$ cat config.mk
export PLATFORM = sky130hd
export DESIGN_NAME = sprite_line_scheduler
export DESIGN_NICKNAME = d
export VERILOG_FILES = /design/src/rtl/slap_spr_pkg.sv /design/src/rtl/spr_desc_reg.sv /design/src/rtl/sprite_line_scheduler.sv
export SDC_FILE = /design/constraint.sdc
export NUM_CORES = 1
export LEC_CHECK = 0
export ABC_AREA = 1
export BUFFER_PORTS_ARGS = -buffer_cell sky130_fd_sc_hd__buf_2
export CAP_MARGIN = 25
export CORE_MARGIN = 1.5
export CORE_UTILIZATION = 53
export DETAILED_ROUTE_END_ITERATION = 10
export PLACE_DENSITY = 0.87
export REMOVE_ABC_BUFFERS = 1
export SYNTH_ARGS = -nofsm -noshare
export SYNTH_HDL_FRONTEND = slang
export SYNTH_SLANG_ARGS = --single-unit
$ cat constraint.sdc
create_clock -name master_clk -period 2.4 [get_ports master_clk]
set_input_delay 0.24 -clock master_clk [delete_from_list [all_inputs] [get_ports master_clk]]
set_output_delay 0.24 -clock master_clk [all_outputs]
set_load 0.005 [all_outputs]
$ cat src/rtl/slap_spr_pkg.sv
// Shared types and constants for the sprite layer scheduler.
// Entry layout in sprite RAM (4 bytes per sprite):
//   byte0 code[7:0] | byte1 hpos[7:0] | byte2 {code[9:8], -, color, hpos[8]} | byte3 vpos
package slap_spr_pkg;

  typedef enum logic [2:0] {
    IDLE,
    RD_V,
    CHK,
    RD_C,
    RD_H,
    RD_X,
    ISSUE
  } state_t;

  localparam logic [1:0] OFS_CODE = 2'd0;
  localparam logic [1:0] OFS_HPOS = 2'd1;
  localparam logic [1:0] OFS_XDAT = 2'd2;
  localparam logic [1:0] OFS_VPOS = 2'd3;

  localparam int SPR_HEIGHT = 16;

  // Entry index width: 11-bit byte address, 4 bytes per entry.
  localparam int IDX_W = 9;

  typedef struct packed {
    logic [9:0] code;
    logic [8:0] hpos;
    logic [3:0] color;
    logic [3:0] row;
  } desc_t;

  // Vertical distance from the sprite top to the line, wrapping at 256.
  function automatic logic [7:0] line_diff(input logic [7:0] line, input logic [7:0] vpos);
    return line - vpos;
  endfunction

endpackage

$ cat src/rtl/spr_desc_reg.sv
// Descriptor capture register: collects the row and the three data bytes of a
// hit sprite and unpacks them into a descriptor.
// Optional feature macro: SPR_SCHED_FLIP_EN (screen-flip mirroring of row/hpos).
module spr_desc_reg
  import slap_spr_pkg::*;
(
  input  logic       clk,
  input  logic       reset,
  input  logic       flip,
  input  logic       cap_row,
  input  logic [3:0] row_in,
  input  logic       cap_code,
  input  logic       cap_hpos,
  input  logic       cap_xdat,
  input  logic [7:0] data,
  output desc_t      desc
);

  desc_t raw;

  // Capture each field in the cycle its byte is on the RAM data bus.
  always_ff @(posedge clk) begin
    if (reset) begin
      raw <= '0;
    end else begin
      if (cap_row)  raw.row        <= row_in;
      if (cap_code) raw.code[7:0]  <= data;
      if (cap_hpos) raw.hpos[7:0]  <= data;
      if (cap_xdat) begin
        raw.hpos[8]   <= data[0];
        raw.color     <= data[4:1];
        raw.code[9:8] <= data[7:6];
      end
    end
  end

`ifdef SPR_SCHED_FLIP_EN
  // Mirror row and X position when the screen is flipped; output stays a pure
  // function of held registers, so it is stable while the descriptor waits.
  always_comb begin
    desc = raw;
    if (flip) begin
      desc.row  = 4'(SPR_HEIGHT - 1) - raw.row;
      desc.hpos = 9'(512 - SPR_HEIGHT - 1) - raw.hpos;
    end
  end
`else
  logic unused_flip;
  assign unused_flip = flip;

  // Without flip support the captured fields pass straight through.
  always_comb begin
    desc = raw;
  end
`endif

endmodule

$ cat src/rtl/sprite_line_scheduler.sv
// Per-scanline sprite scheduler: scans sprite RAM once per line, hands hit
// sprites to the draw engine over valid/ready, pulses the line-buffer swap and
// reports per-line overflow/abort.
// Optional feature macro: SPR_SCHED_FLIP_EN (handled in spr_desc_reg).
module sprite_line_scheduler
  import slap_spr_pkg::*;
#(
  parameter int MAX_PER_LINE = 32,
  parameter int NUM_SPR      = 512
) (
  input  logic        master_clk,
  input  logic        reset,
  input  logic        line_start,
  input  logic [7:0]  next_line,
  input  logic        flip,
  output logic [10:0] spr_addr,
  input  logic [7:0]  spr_data,
  output logic        desc_valid,
  input  logic        desc_ready,
  output logic [9:0]  desc_code,
  output logic [8:0]  desc_hpos,
  output logic [3:0]  desc_color,
  output logic [3:0]  desc_row,
  output logic        line_swap,
  output logic        busy,
  output logic        overflow
);

  localparam int              CNT_W    = $clog2(MAX_PER_LINE + 1);
  localparam logic [IDX_W-1:0] LAST_IDX = IDX_W'(NUM_SPR - 1);

  state_t           state, state_nx;
  logic [7:0]       line_q;
  logic             flip_q;
  logic [IDX_W-1:0] idx;
  logic [CNT_W-1:0] count;
  logic [CNT_W-1:0] count_inc;
  logic             ovf_pend;
  logic [7:0]       diff;
  logic             hit;
  logic             last_idx;
  logic             accept;
  logic             at_max;
  desc_t            desc;

  // Hit test and handshake decode.
  always_comb begin
    diff       = line_diff(line_q, spr_data);
    hit        = diff < 8'(SPR_HEIGHT);
    last_idx   = idx == LAST_IDX;
    // An aborting line_start withdraws the descriptor in the same cycle.
    desc_valid = (state == ISSUE) && !line_start;
    accept     = desc_valid && desc_ready;
    count_inc  = count + 1'b1;
    at_max     = count_inc == CNT_W'(MAX_PER_LINE);
    busy       = state != IDLE;
  end

  // Next-state logic; line_start from any state (re)starts the scan.
  always_comb begin
    // NOTE: assign every combinational output a default first so no path leaves it unassigned (no latch).
    state_nx = state;
    if (line_start) begin
      state_nx = RD_V;
    end else begin
      case (state)
        IDLE:    state_nx = IDLE;
        RD_V:    state_nx = CHK;
        CHK:     state_nx = hit ? RD_C : (last_idx ? IDLE : RD_V);
        RD_C:    state_nx = RD_H;
        RD_H:    state_nx = RD_X;
        RD_X:    state_nx = ISSUE;
        ISSUE: begin
          if (accept) state_nx = (at_max || last_idx) ? IDLE : RD_V;
        end
        default: state_nx = IDLE;
      endcase
    end
  end

  // RAM address: the next byte is requested one state ahead of its capture.
  always_comb begin
    spr_addr = '0;
    case (state)
      RD_V:    spr_addr = {idx, OFS_VPOS};
      CHK:     spr_addr = {idx, OFS_CODE};
      RD_C:    spr_addr = {idx, OFS_HPOS};
      RD_H:    spr_addr = {idx, OFS_XDAT};
      default: spr_addr = '0;
    endcase
  end

  // State register, per-line context, counters and overflow tracking.
  always_ff @(posedge master_clk) begin
    // NOTE: sequential state uses non-blocking assignments so every register samples pre-edge values.
    if (reset) begin
      state     <= IDLE;
      line_q    <= '0;
      flip_q    <= 1'b0;
      idx       <= '0;
      count     <= '0;
      ovf_pend  <= 1'b0;
      overflow  <= 1'b0;
      line_swap <= 1'b0;
    end else begin
      state     <= state_nx;
      line_swap <= line_start;
      if (line_start) begin
        line_q   <= next_line;
        flip_q   <= flip;
        idx      <= '0;
        count    <= '0;
        overflow <= ovf_pend;
        // A line_start mid-scan aborts the line being prepared.
        ovf_pend <= state != IDLE;
      end else begin
        if (state == CHK && !hit) idx <= idx + 1'b1;
        if (accept) begin
          count <= count_inc;
          idx   <= idx + 1'b1;
          if (at_max) ovf_pend <= 1'b1;
        end
      end
    end
  end

  spr_desc_reg u_desc_reg (
    .clk      (master_clk),
    .reset    (reset),
    .flip     (flip_q),
    .cap_row  (state == CHK && hit),
    .row_in   (diff[3:0]),
    .cap_code (state == RD_C),
    .cap_hpos (state == RD_H),
    .cap_xdat (state == RD_X),
    .data     (spr_data),
    .desc     (desc)
  );

  assign desc_code  = desc.code;
  assign desc_hpos  = desc.hpos;
  assign desc_color = desc.color;
  assign desc_row   = desc.row;

endmodule

==> reports/metrics.csv, run 1 <==
metric,value,unit
worstHoldPathCells,2,
hp-class,in -> reg,
ys_seq_area_share,42.0,%
grt_max_degree,28,
drtPass1Iterations,5,
diodes,0,
skew,0.00779,ns
nNetsFinal,451,
fin_util,66.3,%
synth.avg_cell_area,7.53,um^2
synthesis.area,2670,um^2
die_w,73.9,um
drive_gt1_share,21.2,%
track_usage,22.3,%
gp_congestion,0.878,
pre_cts_ws,0.129,ns
syn_inst,354,
cts_buffers,5,
drc,0,
ys_warn_count,0,
holdCritStartpoint,next_line[7],
min_period_over_period,93.1,%
ys_ff_latch,56,
cts.sinks,56,
cts_htree_levels,2,
cp_max_fo,6,
outcome,completed,
synth_most_common_cell,nand2_1,
path_cells,"inv_1, ha_1, inv_1, fa_2, nand2_1, nand2_1, nand2_1, nand2_1, nand2_1, nand2_1, inv_1, nand2_2, o21bai_4, nand2_4, nand2_1, a21oi_1",
worstMarginPinSlew,0.677,ns
drtAntennaViolNets,0,
vias_per_cell,5.16,
worstRegToRegCells,16,
final-setup-viol-count,0,
hold_ws,0.132,ns
postLayoutCellArea,3170,um^2
syn2layout_area_growth,19.0,%
cpLargestDelayFamily,simple AND/OR/NAND/NOR gates,
core,4790,um^2
grt_pass1_wl,9.43,mm
vias,2515,
internal_power,1330,uW
maxCapViolCount,0,
synthDistinctLibCells,34,
synth.top_cell.area_share,42.0,%
swShare,25.2,%
hold_viol_final,0,
synth_commonest_cells,"68 x nand2_1, 56 x dfxtp_1, 40 x inv_1",
post-dp-hpwl,4.29,mm
start_kind,flip-flop,
path_class,reg -> reg,
wire_per_inst,12.6,um
p_comb_share,11.5,%
initial_core_util,55.7,%
grt_pass1_vias,2227,
synth_edf_count,0,
synth_area_leaders,"dfxtp_1 42%, nand2_1 9.6%, a21oi_1 6.6%",
die_height,73.9,um
rows,25,
synth_top_area_cell,dfxtp_1,
synth-async-reset-ratio,0,%
crit_arrival,2.42,ns
rr_endpoint,idx[1]$_SDFFE_PP0P_,
pwr-share-seq,53.7,%
regToRegStartpoint,line_q[0]$_SDFFE_PP0P_,
gr-total-overflow,0,
ios,63,
timing.final.ws_setup,0.166,ns
dieArea,5460,um^2
max_freq,0.448,GHz
cts_buffer_depth,2,
p_leak,0.00165,uW
finalWirelength,6.13,mm
reg2reg_slack,0.17,ns
clk_pin_slew,0.10,ns
irDropWorstVdd,0.000419,V
switchingPower,448,uW
power_frac_clock,34.8,%
clock_latency,0.31,ns
slew_violations,0,
port_buffers,61,
slew_headroom,54.8,%
slowest_delay,0.34,ns
clockRootBuffer,clkbuf_8,
drtIter0Drc,168,
synth_ff_type,dfxtp_1,
cts_tree,done,
p_per_area,560,nW/um^2
path_common_cell,nand2_1,
place_area,3020,um^2
hold_path_end,line_q[7]$_SDFFE_PP0P_,
antenna_found_initial,0,
period_minus_slack,2.23,ns
crit_slowest_cell,fa_2,
required,2.58,ns
worst-path-buf-inv,3,
cp-end-kind,flip-flop,
[layout make-up]
type,count,area [um^2]
Multi-Input combinational cell,250,1370
Sequential cell,56,1120
Timing Repair Buffer,64,328
Fill cell,434,1610
Clock inverter,3,42.5
Clock buffer,5,68.8
Tap cell,67,83.8
Inverter,42,159
[sequential cells by signal, indices dropped and copies added, names as in the netlist]
name and count:
line_swap 1, ovf_pend 1, line_q 8, overflow 1
idx 9, state 3, u_desc_reg.desc 27, count 6
[what timing repair did]
| item | CTS | global route |
|---|---|---|
| hold buffers | 0 | 0 |
| endpoints found under the hold margin | 0 | 0 |
| gates resized for setup | 0 | 3 |
| endpoints found under the setup margin | 0 | 12 |
| setup buffers | 0 | 2 |
[metrics by stage]
stage	TNS [ns]	instances	power (uW)
floorplan	0	346	1110
finish	0	487	1780
global route	-0.0513	487	1850
detailed placement	0	475	1170
CTS	0	483	1780
global placement	0	475	1160
[how the worst max path moves through the flow]
stage                                                  to              startpoint  cells past startpoint  slack, ns
after global routing                  idx[1]$_SDFFE_PP0P_  line_q[0]$_SDFFE_PP0P_                     16      -0.01
after CTS                 u_desc_reg.desc[1]$_SDFFE_PP0P_  line_q[0]$_SDFFE_PP0P_                     15       0.09
final                                 idx[1]$_SDFFE_PP0P_  line_q[0]$_SDFFE_PP0P_                     16       0.17
after floorplan                       idx[0]$_SDFFE_PP0P_  line_q[0]$_SDFFE_PP0P_                     14       0.48
after detailed placement  u_desc_reg.desc[1]$_SDFFE_PP0P_             spr_data[0]                     15       0.13
after global placement                idx[3]$_SDFFE_PP0P_             spr_data[0]                     16       0.22
[layer usage]
metal / vias up / wire [um] / track usage (%)
met5: - / 0 / 0
met4: 0 / 80 / 8.02
met3: 8 / 298 / 4.12
met2: 71 / 3210 / 41.4
met1: 1155 / 2550 / 25.0
li1: 1281 / - / -
[power by group through the flow]
stage                     logic [uW]  registers [uW]  clock network [uW]
after detailed placement         192             975                   0
after CTS                        194             954                 628
final                            205             954                 619
after global routing             230             956                 665
after global placement           186             975                   0
after floorplan                  132             974                   0
[cell usage in the layout, fill, tap and decap left out, types with 2 or more instances in the layout]
master,n
a21oi_1,35
a22o_1,7
buf_2,61
buf_4,3
clkbuf_8,5
clkinv_2,2
dfxtp_1,56
ha_1,10
inv_1,40
nand2_1,68
nand2_2,4
nand2_4,3
nand3_1,23
nand3_2,2
nor2_1,39
nor3_1,2
o21ai_0,29
xnor2_1,3
xor2_1,10
[cell families (layout without fill, tap and decap cells)]
group	count (synthesis)	after routing	share of synthesized area [%]
buffers and inverters	50	114	7.51
AOI/OAI and AO/OA	75	76	15.7
DFF	56	56	42.0
and+or+nand+nor	149	150	25.0
adders and majority gates	11	11	5.44
xor gates and xnor gates	13	13	4.27
No activity file was read; power rests on OpenSTA's default activity.
==> run 2: changes to the inputs <==
--- a/config.mk
+++ b/config.mk
@@ -9,10 +9,11 @@
 export BUFFER_PORTS_ARGS = -buffer_cell sky130_fd_sc_hd__buf_2
 export CAP_MARGIN = 25
 export CORE_MARGIN = 1.5
-export CORE_UTILIZATION = 53
+export CORE_UTILIZATION = 30
 export DETAILED_ROUTE_END_ITERATION = 10
-export PLACE_DENSITY = 0.87
+export PLACE_DENSITY = 0.58
 export REMOVE_ABC_BUFFERS = 1
+export SKIP_CTS_REPAIR_TIMING = 1
 export SYNTH_ARGS = -nofsm -noshare
 export SYNTH_HDL_FRONTEND = slang
 export SYNTH_SLANG_ARGS = --single-unit
==> reports/metrics.csv, run 2 (same netlist as run 1, synthesis figures left out) <==
metric,value,unit,change
outcome,completed,,
crit_arrival,2.36,ns,-0.06 ns
path_cells,"inv_1, ha_1, inv_1, fa_2, nand2_1, nand2_1, nand2_1, nand2_1, nand2_1, nand2_1, inv_1, nand2_2, o21bai_4, buf_12, nand2_2, nand2_1, a21oi_1",,
slew_headroom,51.4,%,-3.4 points
rows,34,,+36%
hold_viol_final,0,,unchanged
ios,63,,unchanged
grt_pass1_wl,10.8,mm,+15%
port_buffers,61,,unchanged
gp_congestion,0.807,,-8.1%
max_freq,0.458,GHz,+2.3%
slew_violations,0,,unchanged
diodes,0,,unchanged
layout_common_cells,"68 x nand2_1, 61 x buf_2, 56 x dfxtp_1, 40 x inv_1, 39 x nor2_1",,
die_w,97.3,um,+32%
clock_latency,0.31,ns,about the same
core,8680,um^2,+81%
wire_per_inst,12.3,um,-2.6%
path_class,reg -> reg,,
cts_buffers,5,,unchanged
slowest_delay,0.34,ns,about the same
clockRootBuffer,clkbuf_8,,
largest_reg_flops,27,,unchanged
nNetsFinal,453,,+0.44%
drtPass1Iterations,4,,-1
tns,0,ns,unchanged
cts_buffer_depth,2,,unchanged
grt_pass1_vias,2307,,+3.6%
drtAntennaViolNets,0,,unchanged
post-dp-hpwl,4.70,mm,+9.6%
syn2layout_area_growth,21.2,%,
worst-path-buf-inv,4,,+1
drc,0,,unchanged
drive_gt1_share,21.6,%,+0.37 points
cts_htree_levels,2,,unchanged
postLayoutCellArea,3230,um^2,+1.8%
cts.sinks,56,,unchanged
die_height,97.3,um,+32%
gr-total-overflow,0,,unchanged
antenna_found_initial,0,,unchanged
crit_slowest_cell,fa_2,,
drtIter0Drc,101,,-40%
start_kind,flip-flop,,
rsz0062_at_grt,no,,
grt_max_degree,28,,unchanged
vias,2478,,-1.5%
clk_pin_slew,0.11,ns,about the same
period_minus_slack,2.18,ns,-0.0503 ns
cpLargestDelayFamily,simple AND/OR/NAND/NOR gates,,
layout_commonest_cell,nand2_1,,
p_leak,0.00166,uW,+0.76%
path_common_cell,nand2_1,,
place_area,3070,um^2,+1.7%
irDropWorstVdd,0.000222,V,-47%
cp-end-kind,flip-flop,,
p_per_area,527,nW/um^2,-5.9%
required,2.58,ns,about the same
initial_core_util,30.7,%,-25 points
final-setup-viol-count,0,,unchanged
min_period_over_period,91.0,%,-2.1 points
track_usage,13.5,%,-8.7 points
maxCapViolCount,0,,unchanged
cts_tree,done,,
finalWirelength,6.50,mm,+6.0%
fill_cells,958,,+120%
cp_max_fo,9,,+3
hp-class,in -> reg,,
dieArea,9460,um^2,+73%
skew,0.00824,ns,+0.000449 ns
worstMarginPinSlew,0.728,ns,+0.0515 ns
vias_per_cell,4.68,,-9.5%
-- run 2: layout make-up --
| class | instances | area [um^2] | area share (%) |
|---|---|---|---|
| Inverter | 42 | 159 | 4.92 |
| Timing Repair Buffer | 67 | 367 | 11.3 |
| Clock buffer | 5 | 68.8 | 2.13 |
| Tap cell | 108 | 135 | 4.18 |
| Multi-Input combinational cell | 249 | 1350 | 41.9 |
| Clock inverter | 3 | 26.3 | 0.813 |
| Sequential cell | 56 | 1120 | 34.7 |
-- run 2: routing by layer --
layer | vias to the layer above | global-route usage, % | routed length, um
met3 | 4 | 2.52 | 299
met1 | 1129 | 17.9 | 3080
met5 | - | 0 | 0
met2 | 61 | 23.3 | 3080
met4 | 0 | 2.42 | 50
li1 | 1284 | - | -
-- run 2: worst paths after layout --
path	start	end	slack, ns	cells past startpoint
hold / removal	next_line[4]	line_q[4]$_SDFFE_PP0P_	0.14	2
setup / recovery	line_q[0]$_SDFFE_PP0P_	idx[8]$_SDFFE_PP0P_	0.22	17
setup reg to reg	line_q[0]$_SDFFE_PP0P_	idx[8]$_SDFFE_PP0P_	0.22	17
hold reg to reg	ovf_pend$_SDFFE_PP0P_	ovf_pend$_SDFFE_PP0P_	0.46	2
-- run 2: power breakdown --
| part | internal, uW | switching, uW |
|---|---|---|
| Clock | 214 | 334 |
| Sequential | 945 | 9.80 |
| Combinational | 78.3 | 123 |
| Total | 1240 | 467 |
-- run 2: stage by stage --
stage	power [uW]	worst slack [ns]	util, %	cells	hold slack [ns]
6_report	1700	0.216	37.2	530	0.138
5_1_grt	1800	0.0321	37.2	530	0.118
2_1_floorplan	1110	0.484	-	346	0.309
4_1_cts	1720	0.134	36.5	524	0.128
3_3_place_gp	1170	0.152	35.4	516	0.439
3_5_place_dp	1170	0.136	35.4	516	0.449
==> run 3: changes to the inputs <==
==> constraint.sdc (replaced) <==
create_clock -name master_clk -period 2.76 [get_ports master_clk]
set_input_delay 0.276 -clock master_clk [delete_from_list [all_inputs] [get_ports master_clk]]
set_output_delay 0.276 -clock master_clk [all_outputs]
set_load 0.005 [all_outputs]
==> reports/metrics.csv, run 3 (same netlist as run 1, synthesis figures left out) <==
metric,value,unit,change
switchingPower,402,uW,-14%
top_usage_layer,met2,,
cp-end-kind,flip-flop,,
worstHoldPathCells,3,,+1
worstRegToRegCells,16,,-1
reg2reg_slack,0.49,ns,+0.28 ns
skew,0.0124,ns,+0.00413 ns
required,2.94,ns,+0.36 ns
power_frac_clock,36.0,%,+3.8 points
layout_common_cells,"68 x nand2_1, 61 x buf_2, 56 x dfxtp_1, 40 x inv_1, 39 x nor2_1",,
dp.cells,516,,unchanged
regToRegStartpoint,line_q[0]$_SDFFE_PP0P_,,
period_minus_slack,2.27,ns,+0.0832 ns
layout_commonest_cell,nand2_1,,
use_met1,18.0,%,+0.086 points
grt_pass1_vias,2212,,-4.1%
initial_core_util,30.7,%,unchanged
p_leak,0.00163,uW,-1.7%
layout.cells.non_filler,524,,-1.1%
ios,63,,unchanged
gr-total-overflow,0,,unchanged
clockRootBuffer,clkbuf_8,,
max_freq,0.441,GHz,-3.7%
rr_endpoint,idx[8]$_SDFFE_PP0P_,,
slew_headroom,51.3,%,-0.13 points
fin_util,36.8,%,-0.48 points
antenna_found_initial,0,,unchanged
diodes,0,,unchanged
drtAntennaViolNets,0,,unchanged
maxCapViolCount,0,,unchanged
outcome,completed,,
cts_buffer_depth,2,,unchanged
die_height,97.3,um,unchanged
tns,0,ns,unchanged
core,8680,um^2,unchanged
slowest_delay,0.39,ns,+0.05 ns
wire_per_inst,12.4,um,+1.2%
grt_pass1_wl,10.7,mm,-1.1%
path_common_cell,nand2_1,,
drive_gt1_share,20.2,%,-1.4 points
drc,0,,unchanged
slew_violations,0,,unchanged
post-dp-hpwl,4.69,mm,-0.29%
internal_power,1160,uW,-6.3%
cts_htree_levels,2,,unchanged
start_kind,flip-flop,,
holdCritStartpoint,next_line[0],,
clock_latency,0.32,ns,about the same
crit_slowest_cell,fa_1,,
cts_tree,done,,
largest_reg_flops,27,,unchanged
cts_buffers,5,,unchanged
clk_pin_slew,0.10,ns,about the same
hold_viol_final,0,,unchanged
gp_congestion,0.828,,+2.6%
use_met2,23.3,%,unchanged
drtIter0Drc,103,,+2.0%
vias,2443,,-1.4%
vias_per_cell,4.66,,-0.28%
drtPass1Iterations,4,,unchanged
finalWirelength,6.51,mm,about the same
path_class,reg -> reg,,
min_period_over_period,82.1,%,-8.9 points
cp_max_fo,10,,+1
use_met3,2.66,%,+0.14 points
p_per_area,490,nW/um^2,-7.1%
grt_max_degree,28,,unchanged
hp-class,in -> reg,,
pwr-share-seq,53.1,%,-2.9 points
final-setup-viol-count,0,,unchanged
dieArea,9460,um^2,unchanged
irDropWorstVdd,0.000270,V,+22%
rsz0062_at_grt,no,,
nNetsFinal,447,,-1.3%
path_cells,"inv_1, ha_1, inv_1, fa_1, nand2_1, nand2_1, nand2_1, nand2_1, nand2_1, nand2_1, inv_1, nand2_2, o21bai_4, nand2_4, nand2_1, a21oi_1",,
swShare,25.8,%,-1.6 points
die_w,97.3,um,unchanged
worstMarginPinSlew,0.730,ns,+0.00201 ns
syn2layout_area_growth,19.6,%,
fill_cells,946,,-1.3%
crit_arrival,2.45,ns,+0.09 ns
hold_path_end,line_q[0]$_SDFFE_PP0P_,,
track_usage,13.7,%,+0.17 points
port_buffers,61,,unchanged
cts.sinks,56,,unchanged
rows,34,,unchanged
p_comb_share,10.9,%,-0.9 points
-- run 3: cell types whose count changed in the layout (fill, tap and decap cells not counted), sizes merged --
cell,change
buf,-5
bufinv,+1
inv,-1
nand2,-1
-- run 3: layout make-up --
type | instances | area, um^2 | share of cell area (%)
clock buffers | 5 | 68.8 | 2.16
flip-flops and latches | 56 | 1120 | 35.2
multi-input cells | 248 | 1350 | 42.2
repair buffers | 62 | 313 | 9.81
inverters | 42 | 159 | 4.98
clock inverters | 3 | 47.5 | 1.49
well taps | 108 | 135 | 4.24
-- run 3: through the flow --
stage | hold WS (ns) | area (um^2) | worst slack [ns] | power, uW
after floorplan | 0.345 | 2630 | 0.844 | 961
after global placement | 0.440 | 3070 | 0.469 | 1020
after detailed placement | 0.445 | 3070 | 0.441 | 1020
after CTS | 0.161 | 3190 | 0.495 | 1580
after global routing | 0.159 | 3190 | 0.302 | 1630
final | 0.165 | 3190 | 0.493 | 1560
-- run 3: power by group through the flow --
stage	Sequential, uW	Combinational [uW]	Clock (uW)
final	829	170	562
after global routing	832	193	610
after CTS	830	171	577
after detailed placement	848	170	0
after global placement	848	168	0
after floorplan	847	115	0
-- run 3: worst max path at each step --
stage / from / endpoint / slack, ns / cells after the start
global route: line_q[0]$_SDFFE_PP0P_ / idx[3]$_SDFFE_PP0P_ / 0.30 / 16
finish: line_q[0]$_SDFFE_PP0P_ / idx[8]$_SDFFE_PP0P_ / 0.49 / 16
floorplan: line_q[0]$_SDFFE_PP0P_ / idx[0]$_SDFFE_PP0P_ / 0.84 / 14
detailed placement: spr_data[0] / idx[3]$_SDFFE_PP0P_ / 0.44 / 16
global placement: spr_data[0] / idx[3]$_SDFFE_PP0P_ / 0.47 / 16
CTS: line_q[0]$_SDFFE_PP0P_ / idx[8]$_SDFFE_PP0P_ / 0.49 / 16
-- run 3: critical path, delay by kind of cell (launching register included) --
kind	cells	cell delay (ns)
adder cells (fa/ha/maj)	2	0.53
AND/OR/NAND/NOR	9	0.78
AO/OA/AOI/OAI	2	0.35
buffers and inverters	3	0.18
flip-flops	1	0.31
-- run 3: routing by layer --
layer	part of all wire, %	vias to the layer above
met3	4.8	8
li1	-	1273
met5	0	-
met2	46	65
met4	0.91	0
met1	49	1097
